--- config.mk ---
export PLATFORM = sky130hd
export DESIGN_NAME = countdown_scheduler_flat
export DESIGN_NICKNAME = d
export VERILOG_FILES = /design/src/rtl/countdown_scheduler_if.sv /design/src/rtl/countdown_scheduler.sv /design/src/flat_wrapper.sv
export SDC_FILE = /design/constraint.sdc
export NUM_CORES = 1
export LEC_CHECK = 0
export CAP_MARGIN = 25
export CORE_UTILIZATION = 44
export CTS_CLUSTER_SIZE = 16
export DETAILED_ROUTE_END_ITERATION = 6
export GPL_TIMING_DRIVEN = 0
export PLACE_DENSITY = 0.8
export SYNTH_ARGS = -nofsm -noshare
export SYNTH_HDL_FRONTEND = slang
export SYNTH_SLANG_ARGS = --single-unit
--- constraint.sdc ---
create_clock -name clk -period 2.64 [get_ports clk]
set_clock_uncertainty 0.2 [all_clocks]
set_input_delay 0.792 -clock clk [delete_from_list [all_inputs] [get_ports clk]]
set_output_delay 0.792 -clock clk [all_outputs]
set_load 0.1 [all_outputs]
--- src/rtl/countdown_scheduler_if.sv ---
// Request/grant bundle between game-logic requesters (master) and the shared countdown engine (slave).
// The abort wire exists only when COUNTDOWN_ABORT_EN is defined.
interface countdown_scheduler_if #(
  parameter int NUM_REQ = 4,
  parameter int TIME_W  = 11
);
  localparam int ID_W = $clog2(NUM_REQ);

  logic                      startOfFrame;
  logic [NUM_REQ-1:0]        req;
  logic [NUM_REQ*TIME_W-1:0] req_time;
  logic [NUM_REQ-1:0]        grant;
  logic [NUM_REQ-1:0]        done;
  logic                      busy;
  logic [ID_W-1:0]           active_id;
`ifdef COUNTDOWN_ABORT_EN
  logic                      abort;
`endif

  modport master (
`ifdef COUNTDOWN_ABORT_EN
    output abort,
`endif
    output startOfFrame, req, req_time,
    input  grant, done, busy, active_id
  );

  modport slave (
`ifdef COUNTDOWN_ABORT_EN
    input  abort,
`endif
    input  startOfFrame, req, req_time,
    output grant, done, busy, active_id
  );
endinterface

--- src/rtl/countdown_scheduler.sv ---
// Round-robin shared frame countdown: grant one cycle after req, done one cycle after cnt reaches 0.
// Requesters wait (level req) while the engine is owned; COUNTDOWN_ABORT_EN adds an early-release abort.
module countdown_scheduler #(
  parameter int NUM_REQ = 4,
  parameter int TIME_W  = 11
) (
  input  logic                  clk,
  input  logic                  reset,
  countdown_scheduler_if.slave  bus
);
  localparam int ID_W = $clog2(NUM_REQ);

  typedef enum logic {IDLE, COUNT} state_t;

  state_t             state, state_nxt;
  logic [TIME_W-1:0]  cnt, cnt_nxt;
  logic [ID_W-1:0]    last_id, last_id_nxt;
  logic [ID_W-1:0]    active_q, active_nxt;
  logic [NUM_REQ-1:0] grant_q, grant_nxt;
  logic [NUM_REQ-1:0] done_q, done_nxt;
  logic               busy_q, busy_nxt;
  logic [ID_W-1:0]    winner;
  logic               found;
  int                 idx;

  // Search starts just after the previous owner so every requester gets a turn.
  always_comb begin
    winner = '0;
    found  = 1'b0;
    idx    = 0;
    for (int k = 1; k <= NUM_REQ; k++) begin
      idx = int'(last_id) + k;
      if (idx >= NUM_REQ) idx = idx - NUM_REQ;
      if (!found && bus.req[idx]) begin
        found  = 1'b1;
        winner = ID_W'(idx);
      end
    end
  end

  always_comb begin
    state_nxt   = state;
    cnt_nxt     = cnt;
    last_id_nxt = last_id;
    active_nxt  = active_q;
    grant_nxt   = grant_q;
    done_nxt    = '0;
    busy_nxt    = busy_q;
    case (state)
      IDLE: begin
        if (found) begin
          state_nxt  = COUNT;
          grant_nxt  = NUM_REQ'(1) << winner;
          active_nxt = winner;
          cnt_nxt    = bus.req_time[winner*TIME_W +: TIME_W];
          busy_nxt   = 1'b1;
        end
      end
      COUNT: begin
`ifdef COUNTDOWN_ABORT_EN
        if (bus.abort) begin
          state_nxt   = IDLE;
          grant_nxt   = '0;
          busy_nxt    = 1'b0;
          last_id_nxt = active_q;
        end else
`endif
        if (cnt == '0) begin
          state_nxt   = IDLE;
          done_nxt    = NUM_REQ'(1) << active_q;
          grant_nxt   = '0;
          busy_nxt    = 1'b0;
          last_id_nxt = active_q;
        end else if (bus.startOfFrame) begin
          cnt_nxt = cnt - TIME_W'(1);
        end
      end
    endcase
  end

  always_ff @(posedge clk or posedge reset) begin
    if (reset) state <= IDLE;
    else       state <= state_nxt;
  end

  // last_id resets to the top index so requester 0 wins the first arbitration.
  always_ff @(posedge clk or posedge reset) begin
    if (reset) begin
      cnt      <= '0;
      last_id  <= ID_W'(NUM_REQ - 1);
      active_q <= '0;
      grant_q  <= '0;
      done_q   <= '0;
      busy_q   <= 1'b0;
    end else begin
      cnt      <= cnt_nxt;
      last_id  <= last_id_nxt;
      active_q <= active_nxt;
      grant_q  <= grant_nxt;
      done_q   <= done_nxt;
      busy_q   <= busy_nxt;
    end
  end

  assign bus.grant     = grant_q;
  assign bus.done      = done_q;
  assign bus.busy      = busy_q;
  assign bus.active_id = active_q;
endmodule

--- src/flat_wrapper.sv ---
// flat-port wrapper written by rule: the top's interface ports become plain ports
module countdown_scheduler_flat 
#(
  parameter int NUM_REQ = 4,
  parameter int TIME_W  = 11
)
  (clk, reset, bus_startOfFrame, bus_req, bus_req_time, bus_grant, bus_done, bus_busy, bus_active_id);
  countdown_scheduler_if #(.NUM_REQ(NUM_REQ), .TIME_W(TIME_W)) bus_i ();
  input  logic clk;
  input  logic reset;
  input wire logic [$bits(bus_i.startOfFrame)-1:0] bus_startOfFrame;
  input wire logic [$bits(bus_i.req)-1:0] bus_req;
  input wire logic [$bits(bus_i.req_time)-1:0] bus_req_time;
  output wire logic [$bits(bus_i.grant)-1:0] bus_grant;
  output wire logic [$bits(bus_i.done)-1:0] bus_done;
  output wire logic [$bits(bus_i.busy)-1:0] bus_busy;
  output wire logic [$bits(bus_i.active_id)-1:0] bus_active_id;
  assign bus_i.startOfFrame = bus_startOfFrame;
  assign bus_i.req = bus_req;
  assign bus_i.req_time = bus_req_time;
  assign bus_grant = bus_i.grant;
  assign bus_done = bus_i.done;
  assign bus_busy = bus_i.busy;
  assign bus_active_id = bus_i.active_id;
  countdown_scheduler #(.NUM_REQ(NUM_REQ), .TIME_W(TIME_W)) u_core (.clk(clk), .reset(reset), .bus(bus_i));
endmodule
==> results of run 1 <==
[worst paths after layout]
check	endpoint	slack [ps]	cells past startpoint
hold / removal	u_core.bus.busy$_DFFE_PP0P_	280	2
max in group asynchronous	u_core.bus.done[3]$_DFF_PP0_	860	2
setup / recovery	bus_active_id[1]	70	1
setup reg to reg	u_core.cnt[9]$_DFFE_PP0P_	380	8
min in group asynchronous	u_core.bus.done[1]$_DFF_PP0_	820	2
hold reg to reg	u_core.bus.busy$_DFFE_PP0P_	280	2
[cells in the mapped netlist, drive strengths merged]
cell	instances	area (sq um)
and4	1	8.760
a221oi	1	8.760
and3	3	18.77
a221o	4	40.04
nor3	6	35.03
a22oi	1	7.510
o221ai	2	17.52
a22o	1	8.760
ha	2	25.02
nand2	21	78.83
nand2b	5	31.28
a211oi	1	12.51
dfstp	2	52.55
a31oi	2	12.51
nand3	6	30.03
dfrtp	23	575.6
mux2i	14	140.1
mux2	6	67.56
nor4	2	27.53
buf	5	37.53
o211a	1	10.01
nor2	15	56.30
a21boi	1	7.510
clkbuf	2	7.510
a21oi	7	38.79
inv	7	26.28
o22ai	9	56.30
o21ai	16	80.07
or2	3	21.27
a211o	1	8.760
a311oi	1	8.760
and2	2	12.51
a41oi	1	27.53
nor2b	4	25.02
a32o	1	10.01
[cell type report]
type / count / share of cell area [%]
inverters: 7 / 1.086
repair buffers: 64 / 25.13
plain buffers: 7 / 2.844
multi-input cells: 140 / 40.54
well taps: 46 / 2.378
clock inverters: 1 / 0.3619
flip-flops and latches: 25 / 25.96
clock buffers: 3 / 1.706
[power groups by stage]
stage	registers [mW]	logic, mW	clock network [mW]
after detailed placement	0.694	1.26	0
after CTS	0.687	1.25	0.248
after floorplan	1.02	0.600	0
after global routing	0.712	1.41	0.266
after global placement	0.686	1.24	0
final	0.692	1.32	0.239
[kinds of logic after synthesis]
| family | after synthesis |
|---|---|
| AND/OR/NAND/NOR | 68 |
| AO/OA/AOI/OAI | 50 |
| flip-flops | 25 |
| multiplexers | 20 |
| buffers and inverters | 14 |
| adder cells (fa/ha/maj) | 2 |
[metrics by stage]
stage | total power [mW] | instance area, sq um | utilization (%) | TNS, ps
2_1_floorplan | 1.619 | 1633 | - | 0
3_3_place_gp | 1.923 | 2301 | 66.85 | -5787
3_5_place_dp | 1.951 | 2301 | 66.85 | -5766
4_1_cts | 2.188 | 2365 | 68.70 | 0
5_1_grt | 2.392 | 2420 | 70.30 | 0
6_report | 2.251 | 2420 | 70.30 | 0
[routing by layer]
| metal | part of all wire [%] | track usage, % | wire, um | vias up |
|---|---|---|---|---|
| li1 | - | - | - | 794 |
| met1 | 47 | 30.09 | 2015 | 775 |
| met2 | 49 | 39.25 | 2076 | 52 |
| met3 | 3.6 | 3.650 | 153 | 2 |
| met4 | 0.66 | 6.686 | 28 | 0 |
| met5 | 0 | 0 | 0 | - |
[state kept, by name (all words and copies together) (netlist names)]
signal                cells
u_core.cnt               11
u_core.bus.busy           1
u_core.bus.grant          4
u_core.bus.done           4
u_core.state              1
u_core.bus.active_id      2
u_core.last_id            2
[what timing repair did]
| item | 4_1_cts | 5_1_grt |
|---|---|---|
| gates resized for setup | 23 | 14 |
| pin swaps | 0 | 2 |
| setup endpoints to repair | 22 | 7 |
| gates cloned | 0 | 0 |
| buffers inserted | 0 | 3 |
| endpoints found under the hold margin | 0 | 0 |
==> results by group, run 1 <==
Flow run
  – Max-Cap Viols: 0

Cells and area
  – Fillers: 278
  – Area Growth Syn to Fin: 48.20%
  – Area of the multi-input gates: 980.9 sq um
  – Most frequent cells in the layout: 46 x clkdlybuf4s50_1, 23 x dfrtp_1, 20 x nand2_1
  – Sequential Area: 628.1 sq um
  – Most common cell after layout, fill and taps aside: clkdlybuf4s50_1
  – Share of layout cells above drive strength 1: 14.98%
  – Nets: 301
  – Fin cells: 293
  – Antenna Cells: 0

Setup path
  – Critical path startpoint: u_core.bus.active_id[1]$_DFFE_PP0P_
  – Bufs and invs on worst path: 1
  – Max incr delay on CP: 860 ps
  – Largest delay contributor family on the critical path: buffers and inverters
  – Critical Path RT: 1650 ps
  – Slowest CP cell: clkdlybuf4s15_1
  – FF-to-FF Start: u_core.last_id[0]$_DFFE_PP1P_
  – CP Max Fanout: 6
  – CP Class: reg -> out
  – Worst-path cell chain: clkdlybuf4s15_1
  – Kind of end point of the critical path: output pin
  – Worst path arrival time: 1580 ps
  – CP Launch Type: flip-flop

Pwr
  – P_leak: 1.061 nW
  – P_sw: 1.093 mW
  – Sequential Power Share: 30.7%
  – Maximum vdd drop: 0.5567 mV
  – PD cells: 930.3 mW/mm^2
  – Comb power frac: 58.6%
  – Clock network fraction of total power: 10.6%
  – Pint: 1.158 mW
  – Sw Ratio: 48.57%

CTS
  – CTS sink count: 25
  – Clock Path Buffers: 2
  – Clock latency on the worst-skew pair: 270 ps
  – CTS buffer count: 3
  – CTS Root Cell: clkbuf_8
  – H-tree depth: 1
  – CTS Hold Bufs: 0
  – CTS tree: yes
  – Clock transition at path regs: 100 ps

STA
  – Worst setup margin: 68.61 ps
  – Fmax achieved: 388.9 MHz
  – Final hold slack: 281.4 ps
  – Final number of setup-violating endpoints: 0
  – Period minus WS final: 2571 ps
  – Crit share post-route: 97.40%
  – Fin. Hold Viols: 0
  – Slew Viols, Final: 0
  – Slew margin rel.: 35.60%
  – RSZ-0062 raised after global routing: no
  – Measured slew at the worst slew-check pin: 969.9 ps

Outcome
  – Status: completed

Synth
  – Synth Area in Simple Gates: 21.15%
  – Ys Warns: 0
  – Synth cell types: 42
  – Post-Synthesis Cells: 179
  – Synth Area in XOR/XNOR: 0%
  – Syn nets: 232
  – Adder-Cell Fraction of Synth Area: 1.533%
  – Syn_area_per_cell: 9.122 sq um
  – Seq/Total Area, Yosys: 38.47%
  – Mux contribution to synthesized area: 12.72%
  – Post-synthesis compound-gate area fraction: 21.76%
  – Number of synthesized register bits: 25
  – Main combinational cell family by area after synthesis: compound AO/OA/AOI/OAI gates
  – Netlist Area Pre-Place: 0.001633 sq mm

GRT
  – Number of global-route vias before repair: 1,519
  – First-pass GRT wire length: 7.300 mm
  – Largest net degree at the start of global routing: 26
  – GRT Resource Usage Total: 23.16%
  – Initial antenna violation count: 0
  – Overflow after GRT: 0

Die
  – IO Pins: 62
  – Die Width: 62.92 um
  – Die area: 0.003958 sq mm
  – Cell Rows: 21
  – Die height: 62.92 um
  – Starting Density: 47.44%
  – Core ar.: 0.003442 sq mm

Routing
  – Via count: 1,623
  – Initial DRC count: 143
  – Drt total wl: 4.273 mm
  – Detail Route Antenna Nets: 0
  – First-pass iteration count of the detailed router: 4
  – Drc violations: 0
  – WL/cell: 14.58 um
  – Vias per Instance: 5.539

Placement
  – Post-DP HPWL: 3.333 mm
  – Placer Congestion: 0.8452
  – DP Cell Count: 286
  – Port Buf Inserts: 61
  – Post-Place Setup Slack: -552.3 ps

Hold path
  – Hold Path Class: reg -> reg
  – Min-delay src: u_core.bus.busy$_DFFE_PP0P_
No activity file was read; power rests on OpenSTA's default activity.
==> inputs of run 2 (changes only) <==
CAP_MARGIN = 10   (was 25)
==> results of run 2 <==
The final DEF is identical to that of run 1; final timing and power are the same.
